--- src/rtl/cache_axi_pkg.sv ---
// Shared AXI constants, FSM state type and sizing helper for the cache line master.
package cache_axi_pkg;

  localparam logic [1:0] BURST_INCR  = 2'b01;
  localparam logic [1:0] RESP_OKAY   = 2'b00;
  localparam logic [1:0] RESP_SLVERR = 2'b10;
  localparam logic [1:0] RESP_DECERR = 2'b11;

  typedef enum logic [2:0] {
    IDLE,
    AR,
    R,
    AW_W,
    B,
    RESP
  } state_e;

  // log2 of the number of bytes in a field of the given bit width
  function automatic int unsigned clog2_bytes(input int unsigned bits);
    return $clog2(bits / 8);
  endfunction

endpackage

--- src/rtl/cache_axi_line_master_if.sv ---
// Bundles the cache-side request/response and the AXI4 data-memory port.
interface cache_axi_line_master_if #(
  parameter int unsigned ADDR_W     = 32,
  parameter int unsigned DATA_W     = 32,
  parameter int unsigned LINE_WORDS = 4
);
  localparam int unsigned LINE_W = LINE_WORDS * DATA_W;

  logic              req_valid;
  logic              req_ready;
  logic              req_write;
  logic [ADDR_W-1:0] req_addr;
  logic [LINE_W-1:0] req_wdata;
  logic              resp_valid;
  logic [LINE_W-1:0] resp_rdata;
  logic              resp_err;

  logic [ADDR_W-1:0] m_axi_araddr;
  logic [7:0]        m_axi_arlen;
  logic [2:0]        m_axi_arsize;
  logic [1:0]        m_axi_arburst;
  logic              m_axi_arvalid;
  logic              m_axi_arready;
  logic [DATA_W-1:0] m_axi_rdata;
  logic [1:0]        m_axi_rresp;
  logic              m_axi_rlast;
  logic              m_axi_rvalid;
  logic              m_axi_rready;
  logic [ADDR_W-1:0] m_axi_awaddr;
  logic [7:0]        m_axi_awlen;
  logic [2:0]        m_axi_awsize;
  logic [1:0]        m_axi_awburst;
  logic              m_axi_awvalid;
  logic              m_axi_awready;
  logic [DATA_W-1:0] m_axi_wdata;
  logic [DATA_W/8-1:0] m_axi_wstrb;
  logic              m_axi_wlast;
  logic              m_axi_wvalid;
  logic              m_axi_wready;
  logic [1:0]        m_axi_bresp;
  logic              m_axi_bvalid;
  logic              m_axi_bready;

  modport master (
    input  req_valid, req_write, req_addr, req_wdata,
    output req_ready, resp_valid, resp_rdata, resp_err,
    output m_axi_araddr, m_axi_arlen, m_axi_arsize, m_axi_arburst, m_axi_arvalid,
    input  m_axi_arready,
    input  m_axi_rdata, m_axi_rresp, m_axi_rlast, m_axi_rvalid,
    output m_axi_rready,
    output m_axi_awaddr, m_axi_awlen, m_axi_awsize, m_axi_awburst, m_axi_awvalid,
    input  m_axi_awready,
    output m_axi_wdata, m_axi_wstrb, m_axi_wlast, m_axi_wvalid,
    input  m_axi_wready,
    input  m_axi_bresp, m_axi_bvalid,
    output m_axi_bready
  );

  modport slave (
    output req_valid, req_write, req_addr, req_wdata,
    input  req_ready, resp_valid, resp_rdata, resp_err,
    input  m_axi_araddr, m_axi_arlen, m_axi_arsize, m_axi_arburst, m_axi_arvalid,
    output m_axi_arready,
    output m_axi_rdata, m_axi_rresp, m_axi_rlast, m_axi_rvalid,
    input  m_axi_rready,
    input  m_axi_awaddr, m_axi_awlen, m_axi_awsize, m_axi_awburst, m_axi_awvalid,
    output m_axi_awready,
    input  m_axi_wdata, m_axi_wstrb, m_axi_wlast, m_axi_wvalid,
    output m_axi_wready,
    output m_axi_bresp, m_axi_bvalid,
    input  m_axi_bready
  );

endinterface

--- src/rtl/cache_line_buffer.sv ---
// One cache line of words: parallel load for writeback, per-beat write for fill,
// per-beat read for the W channel.
module cache_line_buffer #(
  parameter int unsigned DATA_W     = 32,
  parameter int unsigned LINE_WORDS = 4
) (
  input  logic                           clk,
  input  logic                           rst,
  input  logic                           i_load,
  input  logic [LINE_WORDS*DATA_W-1:0]   i_load_line,
  input  logic                           i_we,
  input  logic [$clog2(LINE_WORDS)-1:0]  i_idx,
  input  logic [DATA_W-1:0]              i_wdata,
  output logic [DATA_W-1:0]              o_rdata,
  output logic [LINE_WORDS*DATA_W-1:0]   o_line
);

  logic [DATA_W-1:0] r_word [LINE_WORDS];

  always_ff @(posedge clk) begin
    if (rst) begin
      for (int i = 0; i < int'(LINE_WORDS); i++) r_word[i] <= '0;
    end else if (i_load) begin
      for (int i = 0; i < int'(LINE_WORDS); i++) r_word[i] <= i_load_line[i*DATA_W +: DATA_W];
    end else if (i_we) begin
      r_word[i_idx] <= i_wdata;
    end
  end

  assign o_rdata = r_word[i_idx];

  always_comb begin
    o_line = '0;
    for (int i = 0; i < int'(LINE_WORDS); i++) o_line[i*DATA_W +: DATA_W] = r_word[i];
  end

endmodule

--- src/rtl/cache_axi_line_master.sv ---
// Turns one cache line fill or writeback into a single AXI4 INCR burst and returns
// the result to the cache in one cycle.
module cache_axi_line_master
  import cache_axi_pkg::*;
#(
  parameter int unsigned ADDR_W     = 32,
  parameter int unsigned DATA_W     = 32,
  parameter int unsigned LINE_WORDS = 4
) (
  input logic                    clk,
  input logic                    rst,
  cache_axi_line_master_if.master bus
);

  localparam int unsigned LINE_W = LINE_WORDS * DATA_W;
  localparam int unsigned BEAT_W = $clog2(LINE_WORDS);
  localparam int unsigned OFF_W  = clog2_bytes(LINE_W);
  localparam logic [BEAT_W-1:0] LAST_BEAT = BEAT_W'(LINE_WORDS - 1);
  localparam logic [ADDR_W-1:0] LINE_MASK = ~ADDR_W'((1 << OFF_W) - 1);
  localparam logic [2:0]        AXI_SIZE  = 3'(clog2_bytes(DATA_W));
  localparam logic [7:0]        AXI_LEN   = 8'(LINE_WORDS - 1);

  state_e              r_state, w_state_d;
  logic [ADDR_W-1:0]   r_addr;
  logic                r_write, r_err, r_aw_done, r_w_done;
  logic [BEAT_W-1:0]   r_beat;
  logic [LINE_W-1:0]   r_rdata;

  logic w_accept, w_ar_hs, w_r_hs, w_aw_hs, w_w_hs, w_b_hs;
  logic w_last_beat, w_aw_fin, w_w_fin;
  logic [DATA_W-1:0] w_wword;
  logic [LINE_W-1:0] w_line;

  // Handshakes derived from state so they never feed back through the valid outputs.
  assign w_accept    = (r_state == IDLE) && bus.req_valid;
  assign w_ar_hs     = (r_state == AR) && bus.m_axi_arready;
  assign w_r_hs      = (r_state == R) && bus.m_axi_rvalid;
  assign w_aw_hs     = (r_state == AW_W) && !r_aw_done && bus.m_axi_awready;
  assign w_w_hs      = (r_state == AW_W) && !r_w_done && bus.m_axi_wready;
  assign w_b_hs      = (r_state == B) && bus.m_axi_bvalid;
  assign w_last_beat = (r_beat == LAST_BEAT);
  assign w_aw_fin    = r_aw_done || w_aw_hs;
  assign w_w_fin     = r_w_done || (w_w_hs && w_last_beat);

  cache_line_buffer #(
    .DATA_W     (DATA_W),
    .LINE_WORDS (LINE_WORDS)
  ) u_line_buffer (
    .clk         (clk),
    .rst         (rst),
    .i_load      (w_accept && bus.req_write),
    .i_load_line (bus.req_wdata),
    .i_we        (w_r_hs),
    .i_idx       (r_beat),
    .i_wdata     (bus.m_axi_rdata),
    .o_rdata     (w_wword),
    .o_line      (w_line)
  );

  always_ff @(posedge clk) begin
    if (rst) r_state <= IDLE;
    else     r_state <= w_state_d;
  end

  always_comb begin
    w_state_d         = r_state;
    bus.req_ready     = 1'b0;
    bus.m_axi_arvalid = 1'b0;
    bus.m_axi_rready  = 1'b0;
    bus.m_axi_awvalid = 1'b0;
    bus.m_axi_wvalid  = 1'b0;
    bus.m_axi_bready  = 1'b0;
    bus.resp_valid    = 1'b0;
    unique case (r_state)
      IDLE: begin
        bus.req_ready = 1'b1;
        if (bus.req_valid) w_state_d = bus.req_write ? AW_W : AR;
      end
      AR: begin
        bus.m_axi_arvalid = 1'b1;
        if (w_ar_hs) w_state_d = R;
      end
      R: begin
        bus.m_axi_rready = 1'b1;
        if (w_r_hs && w_last_beat) w_state_d = RESP;
      end
      AW_W: begin
        bus.m_axi_awvalid = !r_aw_done;
        bus.m_axi_wvalid  = !r_w_done;
        if (w_aw_fin && w_w_fin) w_state_d = B;
      end
      B: begin
        bus.m_axi_bready = 1'b1;
        if (w_b_hs) w_state_d = RESP;
      end
      RESP: begin
        bus.resp_valid = 1'b1;
        w_state_d      = IDLE;
      end
      default: w_state_d = IDLE;
    endcase
  end

  always_ff @(posedge clk) begin
    if (rst) begin
      r_addr    <= '0;
      r_write   <= 1'b0;
      r_err     <= 1'b0;
      r_beat    <= '0;
      r_aw_done <= 1'b0;
      r_w_done  <= 1'b0;
      r_rdata   <= '0;
    end else begin
      if (w_accept) begin
        r_addr    <= bus.req_addr & LINE_MASK;
        r_write   <= bus.req_write;
        r_err     <= 1'b0;
        r_beat    <= '0;
        r_aw_done <= 1'b0;
        r_w_done  <= 1'b0;
      end
      // rlast must appear on exactly the final beat; the burst length is ours, not the slave's
      if (w_r_hs) begin
        r_beat <= r_beat + 1'b1;
        if ((bus.m_axi_rresp != RESP_OKAY) || (bus.m_axi_rlast != w_last_beat)) r_err <= 1'b1;
      end
      if (w_aw_hs) r_aw_done <= 1'b1;
      if (w_w_hs) begin
        r_beat <= r_beat + 1'b1;
        if (w_last_beat) r_w_done <= 1'b1;
      end
      if (w_b_hs && (bus.m_axi_bresp != RESP_OKAY)) r_err <= 1'b1;
      if ((r_state == RESP) && !r_write) r_rdata <= w_line;
    end
  end

  assign bus.m_axi_araddr  = r_addr;
  assign bus.m_axi_arlen   = AXI_LEN;
  assign bus.m_axi_arsize  = AXI_SIZE;
  assign bus.m_axi_arburst = BURST_INCR;
  assign bus.m_axi_awaddr  = r_addr;
  assign bus.m_axi_awlen   = AXI_LEN;
  assign bus.m_axi_awsize  = AXI_SIZE;
  assign bus.m_axi_awburst = BURST_INCR;
  assign bus.m_axi_wdata   = w_wword;
  assign bus.m_axi_wstrb   = '1;
  assign bus.m_axi_wlast   = w_last_beat;
  assign bus.resp_err      = r_err;
  // Fill data is visible in the response cycle and then held until the next fill completes.
  assign bus.resp_rdata    = ((r_state == RESP) && !r_write) ? w_line : r_rdata;

endmodule

--- src/flat_wrapper.sv ---
// flat-port wrapper written by rule: the top's interface ports become plain ports
module cache_axi_line_master_flat import cache_axi_pkg::*;
#(
  parameter int unsigned ADDR_W     = 32,
  parameter int unsigned DATA_W     = 32,
  parameter int unsigned LINE_WORDS = 4
)
  (clk, rst, bus_req_valid, bus_req_write, bus_req_addr, bus_req_wdata, bus_req_ready, bus_resp_valid, bus_resp_rdata, bus_resp_err, bus_m_axi_araddr, bus_m_axi_arlen, bus_m_axi_arsize, bus_m_axi_arburst, bus_m_axi_arvalid, bus_m_axi_arready, bus_m_axi_rdata, bus_m_axi_rresp, bus_m_axi_rlast, bus_m_axi_rvalid, bus_m_axi_rready, bus_m_axi_awaddr, bus_m_axi_awlen, bus_m_axi_awsize, bus_m_axi_awburst, bus_m_axi_awvalid, bus_m_axi_awready, bus_m_axi_wdata, bus_m_axi_wstrb, bus_m_axi_wlast, bus_m_axi_wvalid, bus_m_axi_wready, bus_m_axi_bresp, bus_m_axi_bvalid, bus_m_axi_bready);
  cache_axi_line_master_if #(.ADDR_W(ADDR_W), .DATA_W(DATA_W), .LINE_WORDS(LINE_WORDS)) bus_i ();
  input logic clk;
  input logic rst;
  input wire logic [$bits(bus_i.req_valid)-1:0] bus_req_valid;
  input wire logic [$bits(bus_i.req_write)-1:0] bus_req_write;
  input wire logic [$bits(bus_i.req_addr)-1:0] bus_req_addr;
  input wire logic [$bits(bus_i.req_wdata)-1:0] bus_req_wdata;
  output wire logic [$bits(bus_i.req_ready)-1:0] bus_req_ready;
  output wire logic [$bits(bus_i.resp_valid)-1:0] bus_resp_valid;
  output wire logic [$bits(bus_i.resp_rdata)-1:0] bus_resp_rdata;
  output wire logic [$bits(bus_i.resp_err)-1:0] bus_resp_err;
  output wire logic [$bits(bus_i.m_axi_araddr)-1:0] bus_m_axi_araddr;
  output wire logic [$bits(bus_i.m_axi_arlen)-1:0] bus_m_axi_arlen;
  output wire logic [$bits(bus_i.m_axi_arsize)-1:0] bus_m_axi_arsize;
  output wire logic [$bits(bus_i.m_axi_arburst)-1:0] bus_m_axi_arburst;
  output wire logic [$bits(bus_i.m_axi_arvalid)-1:0] bus_m_axi_arvalid;
  input wire logic [$bits(bus_i.m_axi_arready)-1:0] bus_m_axi_arready;
  input wire logic [$bits(bus_i.m_axi_rdata)-1:0] bus_m_axi_rdata;
  input wire logic [$bits(bus_i.m_axi_rresp)-1:0] bus_m_axi_rresp;
  input wire logic [$bits(bus_i.m_axi_rlast)-1:0] bus_m_axi_rlast;
  input wire logic [$bits(bus_i.m_axi_rvalid)-1:0] bus_m_axi_rvalid;
  output wire logic [$bits(bus_i.m_axi_rready)-1:0] bus_m_axi_rready;
  output wire logic [$bits(bus_i.m_axi_awaddr)-1:0] bus_m_axi_awaddr;
  output wire logic [$bits(bus_i.m_axi_awlen)-1:0] bus_m_axi_awlen;
  output wire logic [$bits(bus_i.m_axi_awsize)-1:0] bus_m_axi_awsize;
  output wire logic [$bits(bus_i.m_axi_awburst)-1:0] bus_m_axi_awburst;
  output wire logic [$bits(bus_i.m_axi_awvalid)-1:0] bus_m_axi_awvalid;
  input wire logic [$bits(bus_i.m_axi_awready)-1:0] bus_m_axi_awready;
  output wire logic [$bits(bus_i.m_axi_wdata)-1:0] bus_m_axi_wdata;
  output wire logic [$bits(bus_i.m_axi_wstrb)-1:0] bus_m_axi_wstrb;
  output wire logic [$bits(bus_i.m_axi_wlast)-1:0] bus_m_axi_wlast;
  output wire logic [$bits(bus_i.m_axi_wvalid)-1:0] bus_m_axi_wvalid;
  input wire logic [$bits(bus_i.m_axi_wready)-1:0] bus_m_axi_wready;
  input wire logic [$bits(bus_i.m_axi_bresp)-1:0] bus_m_axi_bresp;
  input wire logic [$bits(bus_i.m_axi_bvalid)-1:0] bus_m_axi_bvalid;
  output wire logic [$bits(bus_i.m_axi_bready)-1:0] bus_m_axi_bready;
  assign bus_i.req_valid = bus_req_valid;
  assign bus_i.req_write = bus_req_write;
  assign bus_i.req_addr = bus_req_addr;
  assign bus_i.req_wdata = bus_req_wdata;
  assign bus_req_ready = bus_i.req_ready;
  assign bus_resp_valid = bus_i.resp_valid;
  assign bus_resp_rdata = bus_i.resp_rdata;
  assign bus_resp_err = bus_i.resp_err;
  assign bus_m_axi_araddr = bus_i.m_axi_araddr;
  assign bus_m_axi_arlen = bus_i.m_axi_arlen;
  assign bus_m_axi_arsize = bus_i.m_axi_arsize;
  assign bus_m_axi_arburst = bus_i.m_axi_arburst;
  assign bus_m_axi_arvalid = bus_i.m_axi_arvalid;
  assign bus_i.m_axi_arready = bus_m_axi_arready;
  assign bus_i.m_axi_rdata = bus_m_axi_rdata;
  assign bus_i.m_axi_rresp = bus_m_axi_rresp;
  assign bus_i.m_axi_rlast = bus_m_axi_rlast;
  assign bus_i.m_axi_rvalid = bus_m_axi_rvalid;
  assign bus_m_axi_rready = bus_i.m_axi_rready;
  assign bus_m_axi_awaddr = bus_i.m_axi_awaddr;
  assign bus_m_axi_awlen = bus_i.m_axi_awlen;
  assign bus_m_axi_awsize = bus_i.m_axi_awsize;
  assign bus_m_axi_awburst = bus_i.m_axi_awburst;
  assign bus_m_axi_awvalid = bus_i.m_axi_awvalid;
  assign bus_i.m_axi_awready = bus_m_axi_awready;
  assign bus_m_axi_wdata = bus_i.m_axi_wdata;
  assign bus_m_axi_wstrb = bus_i.m_axi_wstrb;
  assign bus_m_axi_wlast = bus_i.m_axi_wlast;
  assign bus_m_axi_wvalid = bus_i.m_axi_wvalid;
  assign bus_i.m_axi_wready = bus_m_axi_wready;
  assign bus_i.m_axi_bresp = bus_m_axi_bresp;
  assign bus_i.m_axi_bvalid = bus_m_axi_bvalid;
  assign bus_m_axi_bready = bus_i.m_axi_bready;
  cache_axi_line_master #(.ADDR_W(ADDR_W), .DATA_W(DATA_W), .LINE_WORDS(LINE_WORDS)) u_core (.clk(clk), .rst(rst), .bus(bus_i));
endmodule
--- config.mk ---
export PLATFORM = sky130hd
export DESIGN_NAME = cache_axi_line_master_flat
export DESIGN_NICKNAME = d
export VERILOG_FILES = /design/src/rtl/cache_axi_pkg.sv /design/src/rtl/cache_axi_line_master_if.sv /design/src/rtl/cache_line_buffer.sv /design/src/rtl/cache_axi_line_master.sv /design/src/flat_wrapper.sv
export SDC_FILE = /design/constraint.sdc
export NUM_CORES = 1
export LEC_CHECK = 0
export CORE_AREA = 2 2 182 184
export CTS_CLUSTER_SIZE = 40
export DETAILED_ROUTE_END_ITERATION = 8
export DIE_AREA = 0 0 184 186
export PLACE_DENSITY_LB_ADDON = 0.15
export SYNTH_ARGS = -nofsm -noshare
export SYNTH_HDL_FRONTEND = slang
export SYNTH_SLANG_ARGS = --single-unit
--- constraint.sdc ---
create_clock -name clk -period 2.62 [get_ports clk]
set_input_delay 0.262 -clock clk [delete_from_list [all_inputs] [get_ports clk]]
set_output_delay 0.262 -clock clk [all_outputs]
set_load 0.1 [all_outputs]
# Yosys cells after proc, flatten, opt, wreduce, memory -nomap -nowiden
# Memory sizes are Yosys's and may differ from the RTL's. A register that Yosys moved wholly into a read port is not among the register bits.
# Cells that the tools add are included.
word_totals:
  wordCells: 98
  output_inout_bits: 263
  latch_bits: 0
  n_memories: 1
  mem_bits_rw: 128
  romBits: 0
  regBits: 165
classes:
  div: 0
  add_sub_neg: 1
  n_eq_ne: 12
  mux: 45
  reduce_logical: 27
  bitwise: 4
  n_lt_le_gt_ge: 0
  mul: 0
  shifts: 0
memory_table:
  columns: ["name", "words", "width", "read_ports", "rd_clocked_by_memory_dff", "wr", "line", "source"]
  rows:
  - ["u_core.u_line_buffer.r_word", 4, 32, 5, 1, 4, "cache_line_buffer.sv:18", "logic [DATA_W-1:0] r_word [LINE_WORDS];"]
op_table:
  columns: ["op", "n"]
  rows:
  - ["two-way mux 32 bit", 5]
  - ["two-way mux 128 bit", 1]
  - ["OR reduction 32 bit", 1]
  - ["two-way mux 1 bit", 26]
  - ["two-way mux 3 bit", 5]
  - ["one-hot mux 3 bit (5 select lines)", 1]
  - ["logical AND 1 bit", 14]
  - ["two-way mux 2 bit", 7]
  - ["equality test 3 x 2 -> 1 bit (second input constant)", 2]
  - ["equality test 3 bit (second input constant)", 2]
  - ["inequality test 2 bit (second input constant)", 3]
  - ["nonzero test 2 bit", 3]
  - ["AND reduction 5 bit", 1]
  - ["inequality test 2 x 1 -> 1 bit (second input constant)", 2]
  - ["OR 1 bit", 4]
  - ["equality test 3 x 1 -> 1 bit (second input constant)", 1]
  - ["logical NOT 1 bit", 3]
  - ["logical NOT 3 bit", 1]
  - ["logical OR 1 bit", 3]
  - ["nonzero test 3 bit", 1]
  - ["adder 2 x 1 -> 2 bit (second input constant)", 1]
  - ["equality test 2 bit (second input constant)", 1]
  - ["inequality test 1 bit", 1]

# Longest topological paths before layout
logic_depth:
  ltp_word: 8
  ltp_mapped: 7
  ltp_nobuf: 5

# By module
# From an unflattened synthesis, not the netlist that was laid out.
unflattened:
  hier_cells: 1049
  hier_area_um2: 13585.5
by_module_without_submodules:
  columns: ["module", "cells_per_inst", "instances", "area_each_um2", "seq_area_each_um2"]
  rows:
  - ["cache_axi_line_master", 670, 1, 7119.3, 3303.2]
  - ["cache_line_buffer", 379, 1, 6466.2, 3843.7]

# Worst setup path after synthesis
# No wires, ideal clock.
synth_timing:
  path_type: "reg2reg"
  start: "reg u_core.r_state[1]"
  end: "reg u_core.r_aw_done"
  t_arrival_ns: 3.497
  n_path_buf: 2
  slack_ns: -1.004
  period_less_slack_ns: 3.624
  setup_time_ns: 0.128
  stages_incl_launch_ff: 7
  path_cell_list: "dfxtp_1 buf_2 nor3_1 nand2_1 buf_2 a21oi_1 nor2_1"
synth_between:
  elab_chain_cells: 4
synth_rtl:
  columns: ["element", "line", "source"]
  rows:
  - ["from (decl)", "cache_axi_line_master.sv:23", "state_e r_state, w_state_d;"]
  - ["from (signal assigned)", "cache_axi_line_master.sv:62", "else r_state <= w_state_d;"]
  - ["equality test 3 x 2 -> 1 bit", "cache_axi_line_master.sv:38", "assign w_aw_hs = (r_state == AW_W) && !r_aw_done && bus.m_axi_awready;"]
  - ["logical AND 1 bit (2 in series)", "cache_axi_line_master.sv:38", null]
  - ["two-way mux 1 bit or nonzero test 2 bit (tied branches)", null, null]
  - ["to (signal assigned)", "cache_axi_line_master.sv:110", "r_aw_done <= 1'b0;"]
  - ["to (signal assigned)", "cache_axi_line_master.sv:119", "r_aw_done <= 1'b0;"]
  - ["to (signal assigned)", "cache_axi_line_master.sv:127", "if (w_aw_hs) r_aw_done <= 1'b1;"]
  - ["to (decl)", "cache_axi_line_master.sv:25", "logic r_write, r_err, r_aw_done, r_w_done;"]
# Parallel ways exist; a longest one is shown, timed or not.
# A chain may end at the register's enable or synchronous reset.

# Worst setup path after layout
layout_timing:
  start: "reg u_core.r_state[2]"
  end: "out bus_resp_rdata[14]"
layout_between:
  elab_chain_cells: 3
layout_rtl:
  columns: ["element", "line", "source"]
  rows:
  - ["equality test 3 bit", "cache_axi_line_master.sv:150", "assign bus.resp_rdata = ((r_state == RESP) && !r_write) ? w_line : r_rdata;"]
  - ["logical AND 1 bit", "cache_axi_line_master.sv:150", null]
  - ["two-way mux 128 bit", "cache_axi_line_master.sv:150", null]
  - ["to (decl)", "flat_wrapper.sv:18", "output wire logic [$bits(bus_i.resp_rdata)-1:0] bus_resp_rdata;"]
# No other way between the ends.

==> out/metrics.csv <==
stage;metric;value;unit
outcome;status;completed;
synth;multiplexer share of the synthesized area;19.30;%
route;DRT iter0 DRCs;653;
timing;Setup TNS Final;0;ns
synth;Syn Area/Cell;13.55;um^2
power;Cell Pwr Density;827.3;nW/um^2
grt;largest net degree at the start of global routing;90;
cts;CTS Buf Count;35;
layout;final instance area;20750;um^2
floorplan;# IOs;469;
route;via count;9692;
synth;synth unique cells;41;
route;Routed Antenna Nets;0;
timing;RSZ-0062 raised after global routing;no;
floorplan;standard cell core area;32210;um^2
power;Worst VDD drop;0.9177;mV
critical_path;worst-path fanout max;7;
timing;fin crit share;96.46;%
critical_path;Worst EP required;2.36;ns
timing;fin. max-slew vios;0;
floorplan;Die ar.;34220;um^2
critical_path;WP data arrival;2.27;ns
synth;Primary FF master, synth;dfxtp_1;
synth;Post-synth EDFFs;128;
layout;Post-Layout Cell Count;1853;
timing;FMAX;0.3957;GHz
cts;Worst-path clk slew;0.06;ns
synth;Yosys reg bits;295;
placement;Post-Place Setup Slack;-0.005230;ns
route;DR vias/cell;5.230;
timing;Max-slew headroom;18.89;%
placement;routability cong.;0.8623;
floorplan;Initial Utilization;42.70;%
synth;simple-gate portion of the synthesized area;10.55;%
grt;vias in the first global route;9779;
layout;final core utilization;64.42;%
synth;combinational family with the most area after synthesis;multiplexers;
synth;Post-synth top cells;167 x dfxtp_1, 128 x a22o_1, 128 x edfxtp_1, 120 x and2b_1, 120 x mux2_4;
synth;Seq/Total Area, Yosys;52.27;%
synth;post-synth top area cell;edfxtp_1;
route;final wirelength;41920;um
timing;worst slew pin tran;1.214;ns
run;MaxCap Viol Count;0;
synth;synth top area cells;edfxtp_1 28%, dfxtp_1 24%, mux2_4 13%, a22o_1 8.2%, and2b_1 6.6%;
grt;initial antenna violation count;6;
cts;H-tree levels;2;
synth;Synth Cell Area;13750;um^2
power;Leak Pwr;8.579;nW
cts;clk buf depth;3;
min_path;Hold Crit Class;input pin to flip-flop;
synth;yosys warns;0;
cts;Clock Sinks;295;
timing;final hold vios;0;
synth;count leader, synth;dfxtp_1;
placement;IO buf count;426;
grt;overall global routing resource usage;23.87;%
synth;Synth top area share;27.95;%
synth;post-synthesis xor/xnor area fraction;0.06369;%
route;DR WL/cell;22.62;um
floorplan;die width;184;um
synth;Post-Synth Adder-Cell Area;0.3640;%
synth;Post-Synthesis Cells;1015;
synth;compound-cell area share of the yosys netlist;9.827;%
timing;setup ws final;0.09272;ns
timing;Final setup viols;0;
timing;clk_skew;0.02100;ns
critical_path;Setup Crit Path Kind;flip-flop to primary output;
cts;clk_lat worst skew;0.51;ns
floorplan;Std-Cell Rows;66;
route;# DRC;0;
synth;ys async rst share;0;%
grt;grt ovf;0;
critical_path;Critical Path Source Type;flip-flop;
grt;first-pass GRT wire length;60860;um
placement;Cells after DPL;1778;
cts;root buf cell;clkbuf_16;
critical_path;CP Capture Type;primary output;
layout;share of layout cells above drive strength 1;35.07;%
timing;hold_ws;0.1124;ns
layout;Final Net Count;1627;
route;DRT Pass-1 Iters;5;
power;Final Total Pwr;17.16;mW
placement;dpl hpwl;29040;um
timing;Final min period;2.527;ns
cts;CTS tree;done;
floorplan;Die Span Y;186;um
placement;Area after DPL;19400;um^2
layout;Area Overhead vs Synth;50.87;%
==> where the power goes <==
| group | internal, mW | total [mW] | switching, mW |
|---|---|---|---|
| sequential | 5.38 | 5.71 | 0.325 |
| clock | 2.92 | 4.79 | 1.87 |
| combinational | 2.05 | 6.67 | 4.62 |
==> metal layers <==
layer  up-vias  GRT usage [%]  part of all wire, %
met1      4793          29.79                   40
met3        71          5.224                  7.1
met5         -              0                0.093
met2       417          41.21                   50
met4         6          7.744                  2.7
li1       4405              -                    -
==> cells in the final DEF (no fill, tap or decap), drive strengths merged <==
master and count:
nand2b 4, or4 1, a21oi 36, a21o 1, mux2i 3, conb 38, o311ai 1, a22o 128
buf 269, nand3 1, nand2 71, nor2 14, inv 3, edfxtp 128, nor2b 9, mux4 32
and2b 120, o31ai 1, clkbuf 57, nand3b 2, and4bb 1, nor3b 4, nor3 4, o21ai 1
a31oi 1, clkinv 7, mux2 129, clkdlybuf4s50 200, diode 2, dfxtp 167, or3 1, nor4b 2
ha 4, xor2 1, o211ai 1, o21bai 1
==> kinds of logic after synthesis <==
logic type,Yosys count
flip-flops,295
AND/OR/NAND/NOR,234
AO/OA/AOI/OAI,171
multiplexers,164
buffers and inverters,144
adder cells (fa/ha/maj),4
other,2
XOR/XNOR,1
==> final timing paths <==
check | from | end | slack (ns) | cells after the start
worst max-delay path | u_core.r_state[2] | bus_resp_rdata[14] | 0.09 | 7
worst min-delay path | rst | u_core.r_aw_done | 0.11 | 2
worst max register to register | u_core.r_state[2] | u_core.u_line_buffer.r_word[3][28] | 0.27 | 5
worst min register to register | u_core.bus.m_axi_araddr[5] | u_core.bus.m_axi_araddr[5] | 0.47 | 2
==> flip-flops by register name (all words and copies together) (netlist names), named ones only <==
signal,flops
u_core.r_rdata,128
u_core.r_write,1
u_core.r_w_done,1
u_core.r_state,3
u_core.bus.m_axi_araddr,28
u_core.bus.resp_err,1
u_core.u_line_buffer.r_word,128
u_core.r_aw_done,1
u_core.r_beat,2
==> timing repair <==
item,CTS,global route
setup endpoints to repair,113,104
hold buffers,0,0
pin swaps,1,1
gates resized for setup,15,2
cloned,1,1
buffers inserted,5,5
==> critical path, cell delays in order, from the launching register on <==
cell	delay, ns
dfxtp_4	0.37
inv_6	0.04
nor4b_4	0.36
buf_12	0.19
buf_12	0.14
clkbuf_16	0.17
mux2_4	0.32
buf_12	0.17
==> final cells by class <==
type | instances | area (um^2)
Multi-Input combinational cell | 612 | 5738
Timing Repair Buffer | 470 | 6123
Fill cell | 2400 | 11460
Inverter | 3 | 16.27
Antenna cell | 2 | 5.005
Tap cell | 408 | 510.5
Clock buffer | 56 | 1120
Sequential cell | 295 | 7201
Clock inverter | 7 | 32.53
(Power assumes the default switching activity.)
